**config.mk**
```make
export PLATFORM = sky130hd
export DESIGN_NAME = sweep_sequencer_flat
export DESIGN_NICKNAME = d
export VERILOG_FILES = /design/src/rtl/sweep_sequencer_if.sv /design/src/rtl/sweep_sequencer.sv /design/src/flat_wrapper.sv
export SDC_FILE = /design/constraint.sdc
export NUM_CORES = 1
export LEC_CHECK = 0
export ABC_CLOCK_PERIOD_IN_PS = 6530
export CORE_ASPECT_RATIO = 1.5
export CORE_MARGIN = 8
export CORE_UTILIZATION = 44
export CTS_CLUSTER_DIAMETER = 60
export DETAILED_ROUTE_END_ITERATION = 6
export GPL_TIMING_DRIVEN = 0
export HOLD_SLACK_MARGIN = 0.05
export MAX_ROUTING_LAYER = met4
export PLACE_DENSITY = 0.68
export SYNTH_ARGS = -nofsm -noshare
export SYNTH_HDL_FRONTEND = slang
export SYNTH_SLANG_ARGS = --single-unit
```
**constraint.sdc**
```tcl
create_clock -name clk_i -period 6.53 [get_ports clk_i]
set_clock_uncertainty 0.2 [all_clocks]
set_input_delay 0.653 -clock clk_i [delete_from_list [all_inputs] [get_ports clk_i]]
set_output_delay 0.653 -clock clk_i [all_outputs]
set_load 0.02 [all_outputs]
```
**src/rtl/sweep_sequencer_if.sv**
```systemverilog
// rtl/sweep_sequencer_if.sv - control/sensor bundle between mode logic, light sensor and the sweep sequencer.
// The abort input exists only when SWEEP_ABORT_EN is defined.
interface sweep_sequencer_if #(
  parameter int SWEEP_LEN = 16,
  parameter int LIGHT_W   = 10
);
  localparam int POS_W = $clog2(SWEEP_LEN);

  logic               start;
  logic [LIGHT_W-1:0] light;
  logic               step_h;
  logic               step_v;
  logic               dir;
  logic               busy;
  logic               done;
  logic [POS_W-1:0]   best_h;
  logic [POS_W-1:0]   best_v;
  logic [LIGHT_W-1:0] best_light;
`ifdef SWEEP_ABORT_EN
  logic               abort;

  modport master (output start, light, abort,
                  input  step_h, step_v, dir, busy, done, best_h, best_v, best_light);
  modport slave  (input  start, light, abort,
                  output step_h, step_v, dir, busy, done, best_h, best_v, best_light);
`else
  modport master (output start, light,
                  input  step_h, step_v, dir, busy, done, best_h, best_v, best_light);
  modport slave  (input  start, light,
                  output step_h, step_v, dir, busy, done, best_h, best_v, best_light);
`endif
endinterface

```
**src/rtl/sweep_sequencer.sv**
```systemverilog
// rtl/sweep_sequencer.sv - two-axis sweep/peak-return calibration sequencer, cycle-exact window schedule.
// Optional SWEEP_ABORT_EN adds an abort input that drops any running sequence back to IDLE.
module sweep_sequencer #(
  parameter int SWEEP_LEN = 16,
  parameter int SETTLE    = 4,
  parameter int LIGHT_W   = 10
) (
  input  logic               clk_i,
  input  logic               rst_n_i,
  sweep_sequencer_if.slave   bus
);
  localparam int POS_W = $clog2(SWEEP_LEN);
  localparam int WIN_W = $clog2(SETTLE);

  localparam logic [2:0] IDLE     = 3'd0;
  localparam logic [2:0] H_SWEEP  = 3'd1;
  localparam logic [2:0] H_RETURN = 3'd2;
  localparam logic [2:0] V_SWEEP  = 3'd3;
  localparam logic [2:0] V_RETURN = 3'd4;
  localparam logic [2:0] FINISH   = 3'd5;

  localparam logic [POS_W-1:0] LAST_POS = POS_W'(SWEEP_LEN - 1);
  localparam logic [WIN_W-1:0] LAST_WIN = WIN_W'(SETTLE - 1);

  logic [2:0]         state_q, state_d;
  logic [POS_W-1:0]   pos_q, pos_d;
  logic [WIN_W-1:0]   win_q, win_d;
  logic [POS_W-1:0]   best_h_q, best_h_d;
  logic [POS_W-1:0]   best_v_q, best_v_d;
  logic [LIGHT_W-1:0] best_light_q, best_light_d;
  logic               step_h_q, step_h_d;
  logic               step_v_q, step_v_d;
  logic               dir_q, dir_d;
  logic               busy_q, busy_d;
  logic               done_q, done_d;

  logic               axis_v, win_end, take, step_req, abort_req;
  logic [POS_W-1:0]   cur_best, sweep_best;

  always_comb begin
    axis_v     = (state_q == V_SWEEP) || (state_q == V_RETURN);
    win_end    = (win_q == LAST_WIN);
    cur_best   = axis_v ? best_v_q : best_h_q;
    // Position 0 always loads; later positions need a strictly brighter sample.
    take       = (pos_q == '0) || (bus.light > best_light_q);
    sweep_best = take ? pos_q : cur_best;
`ifdef SWEEP_ABORT_EN
    abort_req  = bus.abort && (state_q != IDLE);
`else
    abort_req  = 1'b0;
`endif

    state_d      = state_q;
    pos_d        = pos_q;
    win_d        = win_q;
    best_h_d     = best_h_q;
    best_v_d     = best_v_q;
    best_light_d = best_light_q;
    step_req     = 1'b0;
    dir_d        = 1'b0;
    done_d       = 1'b0;

    case (state_q)
      IDLE: begin
        if (bus.start) begin
          state_d = H_SWEEP;
          pos_d   = '0;
          win_d   = '0;
        end
      end
      H_SWEEP, V_SWEEP: begin
        win_d = win_q + 1'b1;
        if (win_end) begin
          win_d = '0;
          if (take) begin
            best_light_d = bus.light;
            if (axis_v) best_v_d = pos_q;
            else        best_h_d = pos_q;
          end
          if (pos_q != LAST_POS) begin
            pos_d    = pos_q + 1'b1;
            step_req = 1'b1;
            dir_d    = 1'b1;
          end else if (sweep_best != LAST_POS) begin
            state_d  = axis_v ? V_RETURN : H_RETURN;
            pos_d    = LAST_POS - 1'b1;
            step_req = 1'b1;
          end else if (axis_v) begin
            state_d = FINISH;
            done_d  = 1'b1;
          end else begin
            state_d = V_SWEEP;
            pos_d   = '0;
          end
        end
      end
      H_RETURN, V_RETURN: begin
        // pos_q tracks the servo; each window's leading step moves it one back toward best.
        win_d = win_q + 1'b1;
        if (win_end) begin
          win_d = '0;
          if (pos_q != cur_best) begin
            pos_d    = pos_q - 1'b1;
            step_req = 1'b1;
          end else if (axis_v) begin
            state_d = FINISH;
            done_d  = 1'b1;
          end else begin
            state_d = V_SWEEP;
            pos_d   = '0;
          end
        end
      end
      FINISH:  state_d = IDLE;
      default: state_d = IDLE;
    endcase

    if (abort_req) begin
      state_d      = IDLE;
      step_req     = 1'b0;
      dir_d        = 1'b0;
      done_d       = 1'b0;
      best_h_d     = best_h_q;
      best_v_d     = best_v_q;
      best_light_d = best_light_q;
    end

    step_h_d = step_req & ~axis_v;
    step_v_d = step_req &  axis_v;
    busy_d   = (state_d != IDLE);
  end

  always_ff @(posedge clk_i or negedge rst_n_i) begin
    if (!rst_n_i) begin
      state_q      <= IDLE;
      pos_q        <= '0;
      win_q        <= '0;
      best_h_q     <= '0;
      best_v_q     <= '0;
      best_light_q <= '0;
      step_h_q     <= 1'b0;
      step_v_q     <= 1'b0;
      dir_q        <= 1'b0;
      busy_q       <= 1'b0;
      done_q       <= 1'b0;
    end else begin
      state_q      <= state_d;
      pos_q        <= pos_d;
      win_q        <= win_d;
      best_h_q     <= best_h_d;
      best_v_q     <= best_v_d;
      best_light_q <= best_light_d;
      step_h_q     <= step_h_d;
      step_v_q     <= step_v_d;
      dir_q        <= dir_d;
      busy_q       <= busy_d;
      done_q       <= done_d;
    end
  end

  assign bus.step_h     = step_h_q;
  assign bus.step_v     = step_v_q;
  assign bus.dir        = dir_q;
  assign bus.busy       = busy_q;
  assign bus.done       = done_q;
  assign bus.best_h     = best_h_q;
  assign bus.best_v     = best_v_q;
  assign bus.best_light = best_light_q;
endmodule

```
**src/flat_wrapper.sv**
```systemverilog
// flat-port wrapper written by rule: the top's interface ports become plain ports
module sweep_sequencer_flat 
#(
  parameter int SWEEP_LEN = 16,
  parameter int SETTLE    = 4,
  parameter int LIGHT_W   = 10
)
  (clk_i, rst_n_i, bus_start, bus_light, bus_step_h, bus_step_v, bus_dir, bus_busy, bus_done, bus_best_h, bus_best_v, bus_best_light);
  sweep_sequencer_if #(.SWEEP_LEN(SWEEP_LEN), .LIGHT_W(LIGHT_W)) bus_i ();
  input  logic clk_i;
  input  logic rst_n_i;
  input wire logic [$bits(bus_i.start)-1:0] bus_start;
  input wire logic [$bits(bus_i.light)-1:0] bus_light;
  output wire logic [$bits(bus_i.step_h)-1:0] bus_step_h;
  output wire logic [$bits(bus_i.step_v)-1:0] bus_step_v;
  output wire logic [$bits(bus_i.dir)-1:0] bus_dir;
  output wire logic [$bits(bus_i.busy)-1:0] bus_busy;
  output wire logic [$bits(bus_i.done)-1:0] bus_done;
  output wire logic [$bits(bus_i.best_h)-1:0] bus_best_h;
  output wire logic [$bits(bus_i.best_v)-1:0] bus_best_v;
  output wire logic [$bits(bus_i.best_light)-1:0] bus_best_light;
  assign bus_i.start = bus_start;
  assign bus_i.light = bus_light;
  assign bus_step_h = bus_i.step_h;
  assign bus_step_v = bus_i.step_v;
  assign bus_dir = bus_i.dir;
  assign bus_busy = bus_i.busy;
  assign bus_done = bus_i.done;
  assign bus_best_h = bus_i.best_h;
  assign bus_best_v = bus_i.best_v;
  assign bus_best_light = bus_i.best_light;
  sweep_sequencer #(.SWEEP_LEN(SWEEP_LEN), .SETTLE(SETTLE), .LIGHT_W(LIGHT_W)) u_core (.clk_i(clk_i), .rst_n_i(rst_n_i), .bus(bus_i));
endmodule
```
# Word-level counts from Yosys, hierarchy flattened
# Cells that the tools add are included.
# word_totals
ff_bits,32
in_bits,13
output_inout_bits,23
wordCells,82
# op_classes
addsub,3
magnitude_cmp,1
eq_ne,11
muxes,38
n_bitwise,3
n_reduce_logical,15
# op_table
operator,count
4-bit two-way mux,9
3-bit two-way mux,8
1-bit two-way mux,14
4-bit case mux with 3 select lines,1
4-bit AND reduction,3
10-bit > comparator,1
3-bit case mux with 3 select lines,1
4-bit != test (second input constant),2
3-bit by 2-bit equality test with 1-bit output (second input constant),2
3-bit nonzero test,2
4-bit by 1-bit adder with 4-bit output (second input constant),1
4-bit logical NOT,1
2-bit two-way mux,2
2-bit by 1-bit != test with 1-bit output (second input constant),2
4-bit != test,1
1-bit case mux with 2 select lines,2
2-bit case mux with 2 select lines,1
2-bit OR reduction,2
4-bit OR reduction,1
4-bit by 1-bit subtractor with 4-bit output (second input constant),1
3-bit by 1-bit equality test with 1-bit output (second input constant),1
3-bit equality test (second input constant),1
3-bit logical NOT,1
3-bit AND reduction,1
other kinds (8),10

# Depth between registers and ports, before layout
# Gate-level depths: netlist (run 1).
# logic_depth
ltp_word,10
depth_mapped,10
mapped_depth_nobuf,9

# Worst setup path after synthesis (run 1)
# OpenSTA, ideal clock, no wires.
# synth_timing
kind,input-to-reg
from,in bus_light[3]
to,reg u_core.best_light_q[1] (netlist: u_core.bus.best_light[1])
setup_time_ns,0.125
arrival_ns,2.643
t_required_ns,6.205
path_slack_ns,3.562
path_stages,8
path_buffers,1
cell_sequence,ha_1 -> a21o_1 -> a21o_1 -> a2111oi_0 -> a311oi_2 -> o21ai_1 -> buf_2 -> mux2_2
# synth_between
elab_chain_len,3
# synth_lines
element,line,text
from (decl),flat_wrapper.sv:13,input wire logic [$bits(bus_i.light)-1:0] bus_light;
10-bit > comparator,sweep_sequencer.sv:45,take = (pos_q == '0) || (bus.light > best_light_q);
1-bit logical OR,sweep_sequencer.sv:45,
3-bit AND reduction (no line),--,
to (signal assigned),sweep_sequencer.sv:152,best_light_q <= best_light_d;
to (decl),sweep_sequencer.sv:30,"logic [LIGHT_W-1:0] best_light_q, best_light_d;"
# Every way passes these cells.
# A chain may end at the register's enable or synchronous reset.

# Worst setup path after layout (run 1)
# layout_timing
from,in bus_light[9]
to,reg u_core.step_h_q (netlist: u_core.bus.step_h)
# layout_between
elab_chain_len,9
# layout_lines
element,line,text
10-bit > comparator,sweep_sequencer.sv:45,
1-bit logical OR,sweep_sequencer.sv:45,
4-bit two-way mux,sweep_sequencer.sv:46,sweep_best = take ? pos_q : cur_best;
4-bit != test,sweep_sequencer.sv:84,end else if (sweep_best != LAST_POS) begin
1-bit two-way mux,sweep_sequencer.sv:84,
1-bit two-way mux,sweep_sequencer.sv:80,if (pos_q != LAST_POS) begin
1-bit two-way mux,sweep_sequencer.sv:73,if (win_end) begin
1-bit case mux with 2 select lines,sweep_sequencer.sv:63,case (state_q)
1-bit bitwise AND,sweep_sequencer.sv:128,step_h_d = step_req & ~axis_v;
net u_core.step_h_d,sweep_sequencer.sv:31,"logic step_h_q, step_h_d;"
to (signal assigned),sweep_sequencer.sv:153,step_h_q <= step_h_d;
to (decl),sweep_sequencer.sv:31,
# The timed path passes the listed nets, and every way through them passes these cells.

==> impl_metrics.yaml, run 1 <==
status:
  status: "completed"
floorplanning:
  die_area_sq_um: 7564
  start_util_pct: 45.73
  coreArea_sq_um: 4810
  die_w_microns: 73.73
  io_pins: 36
  die_y_microns: 102.6
  rows: 31
clock_tree:
  htreeDepth: 2
  clkLatencyLatePin_ns: 0.28
  path_clk_slew_ns: 0.07
  cts_setup_buffers: 0
  cts_tree: "done"
  cts_sinks: 32
  post_cts_resized: 0
  clockRootBuffer: "clkbuf_8"
  cts_buffers: 5
  cts_max_path_buffers: 2
  holdBufCountCts: 0
sta:
  tightest_slew_ns: 0.7271
  tns_ns: 0
  period_share_pct: 53.03
  fmax_mhz: 288.8
  slew_viol_final: 0
  slew_headroom_pct: 50.28
  finalSetupViolations: 0
  rsz0062_at_grt: "no"
  hold_viol_final: 0
  min_period_ns: 3.463
place:
  dp_hpwl_microns: 4371
  dp.cells: 333
  routabilityCongestion: 0.8772
  place_area_sq_um: 2628
  port_buffers: 35
grt:
  grt_pass1_wl_microns: 9611
  grt_pass1_vias: 1971
  grt_max_degree: 33
  overflow: 0
  antenna_found_initial: 0
  gr-usage-all-layers_pct: 16.93
detailed_routing:
  dr_total_vias: 1993
  dr.pass1.iters: 4
  ant_nets: 0
  drc_errors: 0
  drt_iter0_markers: 93
  wire_per_inst_microns: 16.61
  wl_microns: 5665
  drt-vias-per-instance: 5.845
synthesis:
  synth-edff-count: 0
  yosysWarnings: 0
  synthArstFlopShare_pct: 100.0
  syn_area_sq_um: 2200
  ys_ff_latch: 32
  yosysSeqAreaShare_pct: 36.41
  synth_area_per_cell_sq_um: 9.481
  yosysUniqueCellTypes: 56
  syn_inst: 232
  synth-main-ff-cell: "dfrtp_1"
  synth_fp_nets: 258
finish:
  area_growth_pct: 25.20
  drive_gt1_share_pct: 15.27
  stdcell_count: 341
  design_area_sq_um: 2754
  nNetsFinal: 300
  antennaDiodeCount: 0
  final_core_util_pct: 57.26
power_and_ir_drop:
  powerDensity_nw_per_um2: 526.8
  vdd_drop_max_uv: 201.2
  p_leak_nw: 1.164
setup_path:
  critical-path-top-delay-family: "compound AO/OA/AOI/OAI gates"
  r2r_slack_ns: 3.46
  worst_setup_path_end_kind: "register"
  critPathRequiredTime_ns: 6.50
  critical-path-max-stage-delay_ns: 0.59
  path_common_cell: "a211oi_1"
  crit_arrival_ns: 3.43
  cp-start-kind: "primary input"
  cp_max_fo: 7
  path_buf_inv: 1
  crit_type: "in -> reg"
  slowest_stage: "mux2i_1"
  crit_chain: "clkdlybuf4s50_1 -> ha_1 -> nand4_1 -> a211oi_1 -> a2111oi_0 -> a311oi_2 -> mux2i_1 -> o21ai_0 -> a211oi_1"
run:
  maxCapViolations: 0
hold_path:
  hold_class: "in -> async"
==> cell usage after synthesis (2+ instances only) <==
library cell	instances	area [sq um]
dfrtp_1	32	800.8
o21ai_0	18	90.09
inv_1	17	63.81
mux2_2	16	180.2
nand2_1	15	56.30
nor2_1	14	52.55
ha_1	13	162.7
a21oi_1	12	60.06
nor3_1	10	50.05
a211oi_1	6	45.04
clkbuf_1	5	18.77
nand4_1	5	31.28
a21o_1	4	30.03
mux2i_1	4	40.04
o31ai_1	4	30.03
xnor2_1	4	35.03
a31oi_1	3	18.77
buf_2	3	15.01
buf_6	3	33.78
nand3_1	3	15.01
nor2b_1	3	18.77
a2111oi_0	2	17.52
a311oi_1	2	17.52
nor3b_1	2	15.01
==> final cells by class <==
type	instances	area, sq um
sequential	32	800.8
clock buffer	7	96.34
multi-input combinational	170	1260
inverter	18	67.56
buffer	12	71.32
clock inverter	1	30.03
tap	66	82.58
fill	454	2056
timing repair buffer	35	345.3
==> state kept, by name, indices dropped and copies added, names as in the netlist <==
name	count
u_core.state_q	3
u_core.bus.busy	1
u_core.bus.step_v	1
u_core.pos_q	4
u_core.bus.best_v	4
u_core.bus.best_light	10
u_core.bus.done	1
u_core.win_q	2
u_core.bus.step_h	1
u_core.bus.best_h	4
u_core.bus.dir	1
==> cell families after synthesis <==
| kind of cell | after synthesis | share of synthesized area [%] |
|---|---|---|
| compound gates | 65 | 20.19 |
| xor+xnor | 4 | 1.593 |
| fa+ha+maj | 13 | 7.395 |
| buf+inv | 30 | 6.313 |
| flops | 32 | 36.41 |
| mux | 20 | 10.01 |
| simple gates | 68 | 18.09 |
==> where the power goes <==
part | internal (mW) | total, mW | leakage (nW) | switching (mW)
combinational | 0.400 | 0.890 | 0.713 | 0.490
clock | 0.135 | 0.210 | 0.0645 | 0.0751
sequential | 0.284 | 0.351 | 0.387 | 0.0675
==> per-layer routing <==
metal  wire length [microns]  GRT usage, %  vias up
met4                     201         8.037        0
met3                     267         3.603       19
met1                    2161         16.98      957
met5                       0             -        -
li1                        -             -      942
met2                    3034         30.21       75
==> stage by stage <==
step	worst slack, ns	total power [mW]	hold WS (ns)
finish	3.067	1.451	0.2151
global route	2.902	1.570	0.2605
CTS	3.109	1.457	0.2419
detailed placement	2.816	1.241	0.3221
global placement	2.847	1.227	0.3128
floorplan	3.562	0.9595	0.1574
==> worst paths after layout <==
path / start / to / cells after the start
min: rst_n_i / u_core.bus.best_light[6]$_DFFE_PN0P_ / 1
min reg2reg: u_core.bus.best_light[8]$_DFFE_PN0P_ / u_core.bus.best_light[8]$_DFFE_PN0P_ / 1
min in group clk_i: u_core.bus.best_light[8]$_DFFE_PN0P_ / u_core.bus.best_light[8]$_DFFE_PN0P_ / 1
max: bus_light[9] / u_core.bus.step_h$_DFF_PN0_ / 9
max in group asynchronous: rst_n_i / u_core.bus.best_v[3]$_DFFE_PN0P_ / 1
max reg2reg: u_core.bus.best_light[9]$_DFFE_PN0P_ / u_core.bus.step_h$_DFF_PN0_ / 9
==> cells in the final DEF, fill, tap and decap left out, drive strengths merged, types with 2 or more instances in the layout <==
cell	Yosys	final
nor2	14	14
o21ai	20	20
a211oi	6	6
clkdlybuf4s50	0	34
a21oi	12	12
clkbuf	5	12
nand2	16	16
nand3b	2	2
a31oi	3	3
xnor2	4	4
buf	7	8
nand3	3	3
inv	17	17
dfrtp	32	32
o31ai	4	4
nor3b	3	3
nor3	10	10
mux2i	4	4
o211ai	2	2
a21o	4	4
a311oi	3	3
a2111oi	3	3
ha	13	13
nand4	5	5
mux2	16	16
nor2b	3	3
Power figures use the tool's default switching activity.
==> inputs of run 2 (changes only) <==
--- a/config.mk
+++ b/config.mk
@@ -5,7 +5,7 @@
 export SDC_FILE = /design/constraint.sdc
 export NUM_CORES = 1
 export LEC_CHECK = 0
-export ABC_CLOCK_PERIOD_IN_PS = 6530
+export ABC_CLOCK_PERIOD_IN_PS = 3300
 export CORE_ASPECT_RATIO = 1.5
 export CORE_MARGIN = 8
 export CORE_UTILIZATION = 44
==> constraint.sdc (replaced) <==
create_clock -name clk_i -period 3.3 [get_ports clk_i]
set_clock_uncertainty 0.2 [all_clocks]
set_input_delay 0.33 -clock clk_i [delete_from_list [all_inputs] [get_ports clk_i]]
set_output_delay 0.33 -clock clk_i [all_outputs]
set_load 0.02 [all_outputs]
==> run 2 against run 1 <==
Effect of this change: clock-buffer cell count unchanged; die area unchanged; sequential power increased by 98%; sequential share of layout area decreased by 0.14 points; combinational power increased by 99%; routed wire length increased by 0.67%; critical path type unchanged; highest routed layer unchanged.
==> impl_metrics.yaml, run 2 (same netlist as run 1, synthesis figures left out) <==
sta:
  slew_headroom_pct: 50.28
  slew_viol_final: 0
  tightest_slew_ns: 0.7269
  hold_viol_final: 0
  finalSetupViolations: 0
  hold_slack_ns: 0.3322
  period_share_pct: 93.25
  min_period_ns: 3.077
  fmax_mhz: 325.0
  fin_ws_ns: 0.2228
  tns_ns: 0
  rsz0062_at_grt: "no"
place:
  place_area_sq_um: 2628
  dp.cells: 333
  routabilityCongestion: 0.8772
  port_buffers: 35
  dp_hpwl_microns: 4371
  dp_slack_ns: -0.09097
hold_path:
  hp-start: "u_core.bus.best_light[8]$_DFFE_PN0P_"
  whs_path_depth: 1
  hold_class: "reg -> reg"
floorplanning:
  die_area_sq_um: 7564
  rows: 31
  coreArea_sq_um: 4810
  start_util_pct: 45.73
  die_y_microns: 102.6
  die_w_microns: 73.73
  io_pins: 36
finish:
  largest_register_ffs: 10
  final_core_util_pct: 57.54
  final_cell_mix: "clkdlybuf4s50_1 (34), dfrtp_1 (32), o21ai_0 (18), inv_1 (17), mux2_2 (16)"
  antennaDiodeCount: 0
  multiInputGateArea_sq_um: 1264
  area_growth_pct: 25.82
  final_common_cell: "clkdlybuf4s50_1"
  design_area_sq_um: 2768
  nNetsFinal: 301
  stdcell_count: 342
  drive_gt1_share_pct: 15.58
  final.fill_count: 453
  final-seq-area_sq_um: 800.8
grt:
  grt_max_degree: 33
  grt_pass1_vias: 1961
  gr-usage-all-layers_pct: 16.89
  antenna_found_initial: 0
  overflow: 0
  grt_pass1_wl_microns: 9646
power_and_ir_drop:
  vdd_drop_max_uv: 395.5
  power.total_mw: 2.875
  p_leak_nw: 1.167
  powerDensity_nw_per_um2: 1039
detailed_routing:
  ant_nets: 0
  drt_iter0_markers: 78
  wire_per_inst_microns: 16.68
  wl_microns: 5703
  dr_total_vias: 1955
  dr.pass1.iters: 4
  drt-vias-per-instance: 5.716
  drc_errors: 0
run:
  maxCapViolations: 0
clock_tree:
  cts_max_path_buffers: 2
  path_clk_slew_ns: 0.07
  cts_tree: "done"
  cts_setup_buffers: 0
  cts_buffers: 5
  cts_sinks: 32
  htreeDepth: 2
  clkLatencyLatePin_ns: 0.29
  clockRootBuffer: "clkbuf_8"
setup_path:
  path_common_cell: "a21o_1"
  crit_type: "in -> reg"
  cp_max_fo: 10
  worst_setup_path_end_kind: "register"
  critPathRequiredTime_ns: 3.27
  startpoint: "bus_light[3]"
  crit_arrival_ns: 3.05
  slowest_stage: "a2111oi_0"
  cp-start-kind: "primary input"
  crit_chain: "clkdlybuf4s50_1 -> ha_1 -> a21o_1 -> a21o_1 -> a2111oi_0 -> a311oi_2 -> o21ai_1 -> buf_2 -> mux2_2"
  r2r_start: "u_core.bus.best_light[3]$_DFFE_PN0P_"
  r2r_cells: 9
  critical-path-max-stage-delay_ns: 0.51
status:
  status: "completed"
[run 2: changes by cell type in the layout (fill, tap and decap cells not counted)]
cell           change
mux2i_1            -1
mux2i_2            +1
dlygate4sd3_1      +1
[run 2: layout make-up]
cell class | count | area share [%]
Multi-Input combinational cell | 170 | 45.66
Sequential cell | 32 | 28.93
Timing Repair Buffer | 36 | 12.84
Clock buffer | 7 | 3.481
Tap cell | 66 | 2.984
Buffer | 12 | 2.577
Inverter | 18 | 2.441
Clock inverter | 1 | 1.085
[run 2: worst max-delay path, delay by kind of cell]
kind            cells  cell delay [ns]
buf+inv             2             0.78
compound gates      5             1.32
mux                 1             0.37
fa+ha+maj           1             0.24
[run 2: final timing paths]
check / endpoint / slack, ns
min reg2reg: u_core.bus.best_light[8]$_DFFE_PN0P_ / 0.33
min: u_core.bus.best_light[8]$_DFFE_PN0P_ / 0.33
max in group asynchronous: u_core.bus.best_v[3]$_DFFE_PN0P_ / 2.01
max reg2reg: u_core.bus.best_light[4]$_DFFE_PN0P_ / 0.27
min in group asynchronous: u_core.bus.best_light[6]$_DFFE_PN0P_ / 0.42
max: u_core.bus.best_light[4]$_DFFE_PN0P_ / 0.22
[run 2: timing repair]
item / 4_1_cts / 5_1_grt
hold buffers: 1 / 0
resized for setup: 0 / 1
endpoints found under the setup margin: 0 / 1
endpoints found under the hold margin: 32 / 0
[run 2: power breakdown]
part	total, mW	internal [mW]	switching, mW
clock	0.416	0.266	0.150
sequential	0.694	0.561	0.133
combinational	1.77	0.795	0.970
total	2.88	1.62	1.25
[run 2: metal layers]
metal  wire length [microns]  part of all wire, %  GRT usage (%)
met2                    3091                   54          30.75
met5                       0                    0              -
met4                     161                  2.8          6.646
met3                     277                  4.9          2.824
met1                    2173                   38          17.38
